[config.mk]
export PLATFORM = sky130hd
export DESIGN_NAME = neuron_spike_logger
export DESIGN_NICKNAME = d
export VERILOG_FILES = /design/src/rtl/neuron_spike_logger.sv
export SDC_FILE = /design/constraint.sdc
export NUM_CORES = 2
export LEC_CHECK = 0
export ABC_CLOCK_PERIOD_IN_PS = 11000
export BUFFER_PORTS_ARGS = -buffer_cell sky130_fd_sc_hd__buf_2
export CORE_MARGIN = 10
export CORE_UTILIZATION = 25
export DETAILED_ROUTE_END_ITERATION = 10
export SLEW_MARGIN = 20
export SYNTH_ARGS = -nofsm -noshare
export SYNTH_HDL_FRONTEND = slang
export SYNTH_SLANG_ARGS = --single-unit
[constraint.sdc]
create_clock -name emu_clk -period 11 [get_ports emu_clk]
set_input_delay 0 -clock emu_clk [delete_from_list [all_inputs] [get_ports emu_clk]]
set_output_delay 0 -clock emu_clk [all_outputs]
set_load 0.02 [all_outputs]
[src/rtl/neuron_spike_logger.sv]
// -----------------------------------------------------------------------------
// neuron_spike_logger
//
// Watches the emulated membrane voltage on every decimated sample strobe and
// detects spikes with hysteresis (thr_hi / thr_lo) and a refractory window.
// Each spike is stamped with emu_time and the inter-spike interval, then
// queued in a small FIFO that the host drains through a valid/ready port.
//
// Ports
//   emu_clk, emu_rst   : clock, synchronous active-high reset
//   enable             : detection enable (0 forces the detector to ARMED)
//   emu_dec_cmp        : sample strobe; v_in/emu_time only matter when 1
//   v_in               : signed membrane voltage
//   emu_time           : current emulation time
//   thr_hi, thr_lo     : signed spike / re-arm thresholds (thr_lo < thr_hi)
//   refr_samples       : refractory length in samples
//   rd_valid, rd_ready : FIFO head handshake
//   rd_time, rd_isi    : head entry (timestamp, interval to previous spike)
//   fifo_count         : entries held
//   drop_count         : spikes lost to a full FIFO (saturating)
//   state_dbg          : detector state (0 ARMED, 1 REFRACT, 2 ABOVE)
// -----------------------------------------------------------------------------
module neuron_spike_logger #(
    parameter int V_WIDTH    = 18,
    parameter int TIME_WIDTH = 64,
    parameter int ISI_WIDTH  = 32,
    parameter int DEPTH      = 16,
    parameter int REFR_WIDTH = 16
) (
    input  logic                        emu_clk,
    input  logic                        emu_rst,
    input  logic                        enable,
    input  logic                        emu_dec_cmp,
    input  logic signed [V_WIDTH-1:0]   v_in,
    input  logic [TIME_WIDTH-1:0]       emu_time,
    input  logic signed [V_WIDTH-1:0]   thr_hi,
    input  logic signed [V_WIDTH-1:0]   thr_lo,
    input  logic [REFR_WIDTH-1:0]       refr_samples,
    output logic                        rd_valid,
    input  logic                        rd_ready,
    output logic [TIME_WIDTH-1:0]       rd_time,
    output logic [ISI_WIDTH-1:0]        rd_isi,
    output logic [$clog2(DEPTH):0]      fifo_count,
    output logic [15:0]                 drop_count,
    output logic [1:0]                  state_dbg
);

    localparam int PTR_W = $clog2(DEPTH);
    localparam int CNT_W = PTR_W + 1;

    typedef enum logic [1:0] {
        ARMED   = 2'd0,
        REFRACT = 2'd1,
        ABOVE   = 2'd2
    } state_t;

    // Interval saturates when the unsigned time difference does not fit.
    function automatic logic [ISI_WIDTH-1:0] sat_isi(input logic [TIME_WIDTH-1:0] diff);
        if ((diff >> ISI_WIDTH) != '0)
            return '1;
        else
            return ISI_WIDTH'(diff);
    endfunction

    function automatic logic [15:0] sat_inc16(input logic [15:0] x);
        return (x == 16'hFFFF) ? x : x + 16'd1;
    endfunction

    // -------------------------------------------------------------------------
    // Stage 0: spike detection on the sample cycle
    // -------------------------------------------------------------------------
    state_t                  state, state_next;
    logic [REFR_WIDTH-1:0]   refr_cnt, refr_cnt_next;
    logic                    spike_p0;
    logic [ISI_WIDTH-1:0]    isi_p0;
    logic [TIME_WIDTH-1:0]   last_time;
    logic                    first_spike;

    always_comb begin
        state_next    = state;
        refr_cnt_next = refr_cnt;
        spike_p0      = 1'b0;
        if (!enable) begin
            state_next    = ARMED;
            refr_cnt_next = '0;
        end else if (emu_dec_cmp) begin
            unique case (state)
                ARMED: begin
                    if (v_in >= thr_hi) begin
                        spike_p0      = 1'b1;
                        refr_cnt_next = refr_samples;
                        state_next    = (refr_samples == '0) ? ABOVE : REFRACT;
                    end
                end
                REFRACT: begin
                    if (refr_cnt > REFR_WIDTH'(1)) begin
                        refr_cnt_next = refr_cnt - REFR_WIDTH'(1);
                    end else begin
                        refr_cnt_next = '0;
                        state_next    = ABOVE;
                    end
                end
                ABOVE: begin
                    if (v_in <= thr_lo)
                        state_next = ARMED;
                end
                default: begin
                    state_next    = ARMED;
                    refr_cnt_next = '0;
                end
            endcase
        end
    end

    always_ff @(posedge emu_clk) begin
        if (emu_rst) begin
            state    <= ARMED;
            refr_cnt <= '0;
        end else begin
            state    <= state_next;
            refr_cnt <= refr_cnt_next;
        end
    end

    // The very first spike has no predecessor, so it reports all-ones.
    assign isi_p0 = first_spike ? '1 : sat_isi(emu_time - last_time);

    always_ff @(posedge emu_clk) begin
        if (emu_rst)
            first_spike <= 1'b1;
        else if (spike_p0)
            first_spike <= 1'b0;
    end

    // last_time tracks every spike, including ones the FIFO drops.
    always_ff @(posedge emu_clk) begin
        if (!emu_rst && spike_p0)
            last_time <= emu_time;
    end

    // -------------------------------------------------------------------------
    // Stage 1: FIFO write, registered head
    // -------------------------------------------------------------------------
    logic [TIME_WIDTH-1:0]   mem_time [DEPTH];
    logic [ISI_WIDTH-1:0]    mem_isi  [DEPTH];
    logic [PTR_W-1:0]        wr_ptr, rd_ptr, rd_ptr_next;
    logic [CNT_W-1:0]        count, count_next;
    logic [TIME_WIDTH-1:0]   head_time, head_time_next;
    logic [ISI_WIDTH-1:0]    head_isi, head_isi_next;
    logic                    full, pop, push_ok, drop;

    assign full     = (count == CNT_W'(DEPTH));
    assign rd_valid = (count != '0);
    assign pop      = rd_valid & rd_ready;
    // A full FIFO still accepts a push when the head leaves in the same cycle.
    assign push_ok  = spike_p0 & (~full | pop);
    assign drop     = spike_p0 & full & ~pop;

    assign rd_ptr_next = pop ? rd_ptr + PTR_W'(1) : rd_ptr;

    always_comb begin
        count_next = count;
        unique case ({push_ok, pop})
            2'b10:   count_next = count + CNT_W'(1);
            2'b01:   count_next = count - CNT_W'(1);
            default: count_next = count;
        endcase
    end

    // The head register preloads whatever will sit at rd_ptr after this edge.
    // When that slot is being written right now, the memory still holds stale
    // data, so the incoming entry is forwarded instead.
    always_comb begin
        head_time_next = head_time;
        head_isi_next  = head_isi;
        if (count_next != '0) begin
            if (push_ok && (wr_ptr == rd_ptr_next)) begin
                head_time_next = emu_time;
                head_isi_next  = isi_p0;
            end else begin
                head_time_next = mem_time[rd_ptr_next];
                head_isi_next  = mem_isi[rd_ptr_next];
            end
        end
    end

    always_ff @(posedge emu_clk) begin
        if (!emu_rst && push_ok) begin
            mem_time[wr_ptr] <= emu_time;
            mem_isi[wr_ptr]  <= isi_p0;
        end
    end

    always_ff @(posedge emu_clk) begin
        if (emu_rst) begin
            wr_ptr     <= '0;
            rd_ptr     <= '0;
            count      <= '0;
            drop_count <= '0;
            head_time  <= '0;
            head_isi   <= '0;
        end else begin
            if (push_ok)
                wr_ptr <= wr_ptr + PTR_W'(1);
            rd_ptr    <= rd_ptr_next;
            count     <= count_next;
            head_time <= head_time_next;
            head_isi  <= head_isi_next;
            if (drop)
                drop_count <= sat_inc16(drop_count);
        end
    end

    assign rd_time    = head_time;
    assign rd_isi     = head_isi;
    assign fifo_count = count;
    assign state_dbg  = state;

endmodule

==> results by group <==
Critical path
  • Reg2reg end: rd_time[22]
  • CP startpoint: state_dbg[0]
  • Setup slack, reg-to-reg: 4.96 ns
  • Worst Setup Start Kind: flip-flop
  • CP max stage cell: a21oi_4
  • Critical Path RT: 11.72 ns
  • R2R cell count: 15
  • Crit. End Element: flip-flop
  • Crit-path max FO: 69
  • Reg2reg start: state_dbg[0]
  • CP Class: reg2reg
  • Crit-path cells: nor2_2, nand4_1, a21oi_2, a21oi_1, fa_1, a21o_1, a21oi_1, or3_1, a22o_1, o221ai_1, a21oi_4, buf_4, buf_4, nor2_1, a211oi_1
  • CP arrival: 6.76 ns
  • Max incr delay on CP: 0.77 ns
  • Critical path endpoint: rd_time[22]

Pwr
  • Total chip power: 0.0197 W
  • Sw Share: 30.1%
  • Cell internal pwr: 0.0138 W
  • NetSw: 0.00594 W
  • Highest ir drop seen on vdd: 0.338 mV
  • Seq pwr share: 38.2%
  • Combinational fraction of design power: 31.1%
  • PwrDens: 229 mW/mm^2
  • Clk network pwr share: 30.7%
  • Leakage Power: 29.6 nW

Timing
  • Count of final hold-check violations: 0
  • Worst-Margin Slew: 1.02 ns
  • Slew Limit Fails: 0
  • RSZ-0062 raised after global routing: false
  • Slew margin rel.: 32.2%
  • Peak Freq: 166 MHz
  • Period utilization: 54.9%
  • Final setup fails: 0
  • Fin worst setup slack: 4.96 ns
  • Setup TNS: 0 ns
  • Fin crit period: 6.04 ns
  • Post-Route Skew: 0.0577 ns

Floorplanning
  • Core box area: 0.291 mm^2
  • Die height: 561 um
  • Die ar.: 0.315 mm^2
  • IO Pins: 259
  • Starting Density: 25.1%
  • Die Width: 561 um
  • Cell Rows: 198

Clocking
  • Post-CTS Setup Bufs: 0
  • Htree depth: 4
  • Total CTS buffers: 178
  • Worst-Skew Late Latency: 0.84 ns
  • CTS root buf: clkbuf_16
  • Max Root-Sink Buffers: 3
  • CTS tree: yes
  • Clock-pin transition on the worst setup and hold timing paths: 0.07 ns
  • Clock tree sinks: 1,744

Placement
  • Port bufs: 258
  • Dpl ws: 4.36 ns
  • Gpl congestion: 0.900
  • Detailed Place HPWL: 125 mm
  • # placed instances: 8,051

Logic synthesis
  • Ys Warns: 0
  • Post-Syn Instances: 4,021
  • Post-synth top cells: edfxtp_1, mux4_2, nor2_1
  • Netlist cell types: 93
  • Synth async-reset ratio: 0%
  • Sequential-to-total area share from yosys stat: 69.6%
  • Synthesized area: 0.0732 mm^2
  • Count leader, synth: edfxtp_1
  • Synth Register Bits: 1,744
  • Share of the synthesized area in the top cell type: 65.6%
  • Synth area leader: edfxtp_1
  • Net Count, Synth: 4,272
  • Post-synth EDFFs: 1,600
  • Largest cells by area after synthesis: edfxtp_1, mux4_2, dfxtp_1, ha_1, nor2_1
  • Synth Flop Type: edfxtp_1
  • Synth Area per Inst: 18.2 um^2

Finish
  • FF/Latch Area: 0.0509 mm^2
  • Multi-input combinational cell area: 0.0211 mm^2
  • Share of post-route cells with drive strength above 1: 25.7%
  • Layout Utilization: 29.6%
  • Layout Cells excl Fill: 8,487
  • Area Growth Syn to Fin: 17.9%
  • Fin nets: 4,686
  • Fill count: 28,700

Routing
  • DR iter-0 viols: 4,260
  • Routed length per placed instance: 24.3 um
  • Drt drc: 0
  • Final antenna-violating net count: 0
  • Final WL: 206 mm
  • Vias per cell: 4.78
  • DRT Pass-1 Iters: 5
  • Via count: 40,500

Worst hold path
  • Hold Path Class: in2reg

Global routing
  • Pin count of the biggest net entering global routing: 153
  • Global route total overflow: 0
  • Vias in the first global route: 41,000
  • First-pass GRT wire length: 298 mm
  • Gr usage total: 12.6%
  • Initial antenna violation count: 22

Outcome
  • Status: finished, final reports clean

Job
  • Maxcap violations: 0
## metal layers
metal	GRT usage, %	share of wire, %	up-vias
met5	0	0.0034	-
met1	17.5	44	21500
met2	20.2	47	1466
met4	2.99	2.1	2
met3	2.80	7.3	268
li1	-	-	17300
## layout make-up
| class | instances | area share [%] |
|---|---|---|
| diodes | 1 | 0.00290 |
| clock buffers | 231 | 5.52 |
| clock inverters | 100 | 1.26 |
| inverters | 134 | 0.583 |
| multi-input cells | 1928 | 24.4 |
| flip-flops and latches | 1744 | 59.0 |
| well taps | 3900 | 5.65 |
| repair buffers | 449 | 3.57 |
## worst min path at each step
stage	startpoint	endpoint	slack, ns	cells after the start
3_5_place_dp	emu_rst	fifo_count[2]	0.33	2
3_3_place_gp	emu_rst	fifo_count[3]	0.33	2
5_1_grt	emu_rst	fifo_count[0]	0.1	3
2_1_floorplan	emu_time[0]	last_time[0]	0.1	0
6_report	emu_rst	fifo_count[2]	0.1	3
4_1_cts	emu_rst	fifo_count[2]	0.05	3
## flip-flops by register name, indices dropped and copies added, names as in the netlist
register     count
last_time       64
rd_time         64
rd_ptr           4
refr_cnt        16
mem_isi        512
wr_ptr           4
mem_time      1024
fifo_count       5
drop_count      16
first_spike      1
state_dbg        2
rd_isi          32
## power groups by stage
stage,Sequential (W),Combinational [W],Clock [W]
2_1_floorplan,0.00775,0.00457,0
3_3_place_gp,0.00768,0.00624,0
5_1_grt,0.00756,0.00667,0.00646
6_report,0.00754,0.00613,0.00606
3_5_place_dp,0.00768,0.00623,0
4_1_cts,0.00754,0.00629,0.00620
## per-stage QoR
step | instance area [um^2] | hold slack (ns)
final | 86300 | 0.0969
after global routing | 86300 | 0.0951
after CTS | 86300 | 0.0538
after detailed placement | 79400 | 0.333
after global placement | 79400 | 0.334
after floorplan | 73200 | 0.0989
## timing repair
| item | CTS | global route |
|---|---|---|
| resized for setup | 0 | 0 |
| hold buffers | 104 | 0 |
| endpoints found under the hold margin | 1201 | 0 |
## critical path: cells and delay by family (launching register included)
kind                       cells  cell delay (ns)
AOI/OAI and AO/OA              8             2.84
adders and majority gates      1             0.46
buffers and inverters          2             1.02
DFF                            1             0.42
and+or+nand+nor                4             1.05
## cell usage in the layout (no fill, tap or decap), types with 18 or more instances in the layout
cell	count
nand4_1	71
clkinv_2	25
clkinv_1	34
a21o_1	30
nor2_1	255
nand3_1	34
xnor2_1	41
mux4_2	480
o21ai_0	67
edfxtp_1	1600
a21oi_1	108
clkbuf_1	45
a211oi_1	70
buf_4	79
ha_1	110
inv_1	134
xor2_1	37
a22oi_1	18
nand2_1	116
mux2i_1	73
clkbuf_16	181
nand2b_1	19
dfxtp_1	144
o21a_1	18
a41oi_2	30
a211o_1	37
buf_2	257
nor4_1	22
dlygate4sd3_1	104
nor3_1	26
## cell families after synthesis
| kind of cell | Yosys count | share of synthesized area [%] |
|---|---|---|
| flops | 1744 | 69.6 |
| simple gates | 651 | 4.34 |
| mux | 556 | 15.8 |
| compound gates | 528 | 5.36 |
| buf+inv | 349 | 2.02 |
| fa+ha+maj | 112 | 1.93 |
| xor+xnor | 81 | 0.979 |
Power figures use the tool's default switching activity.
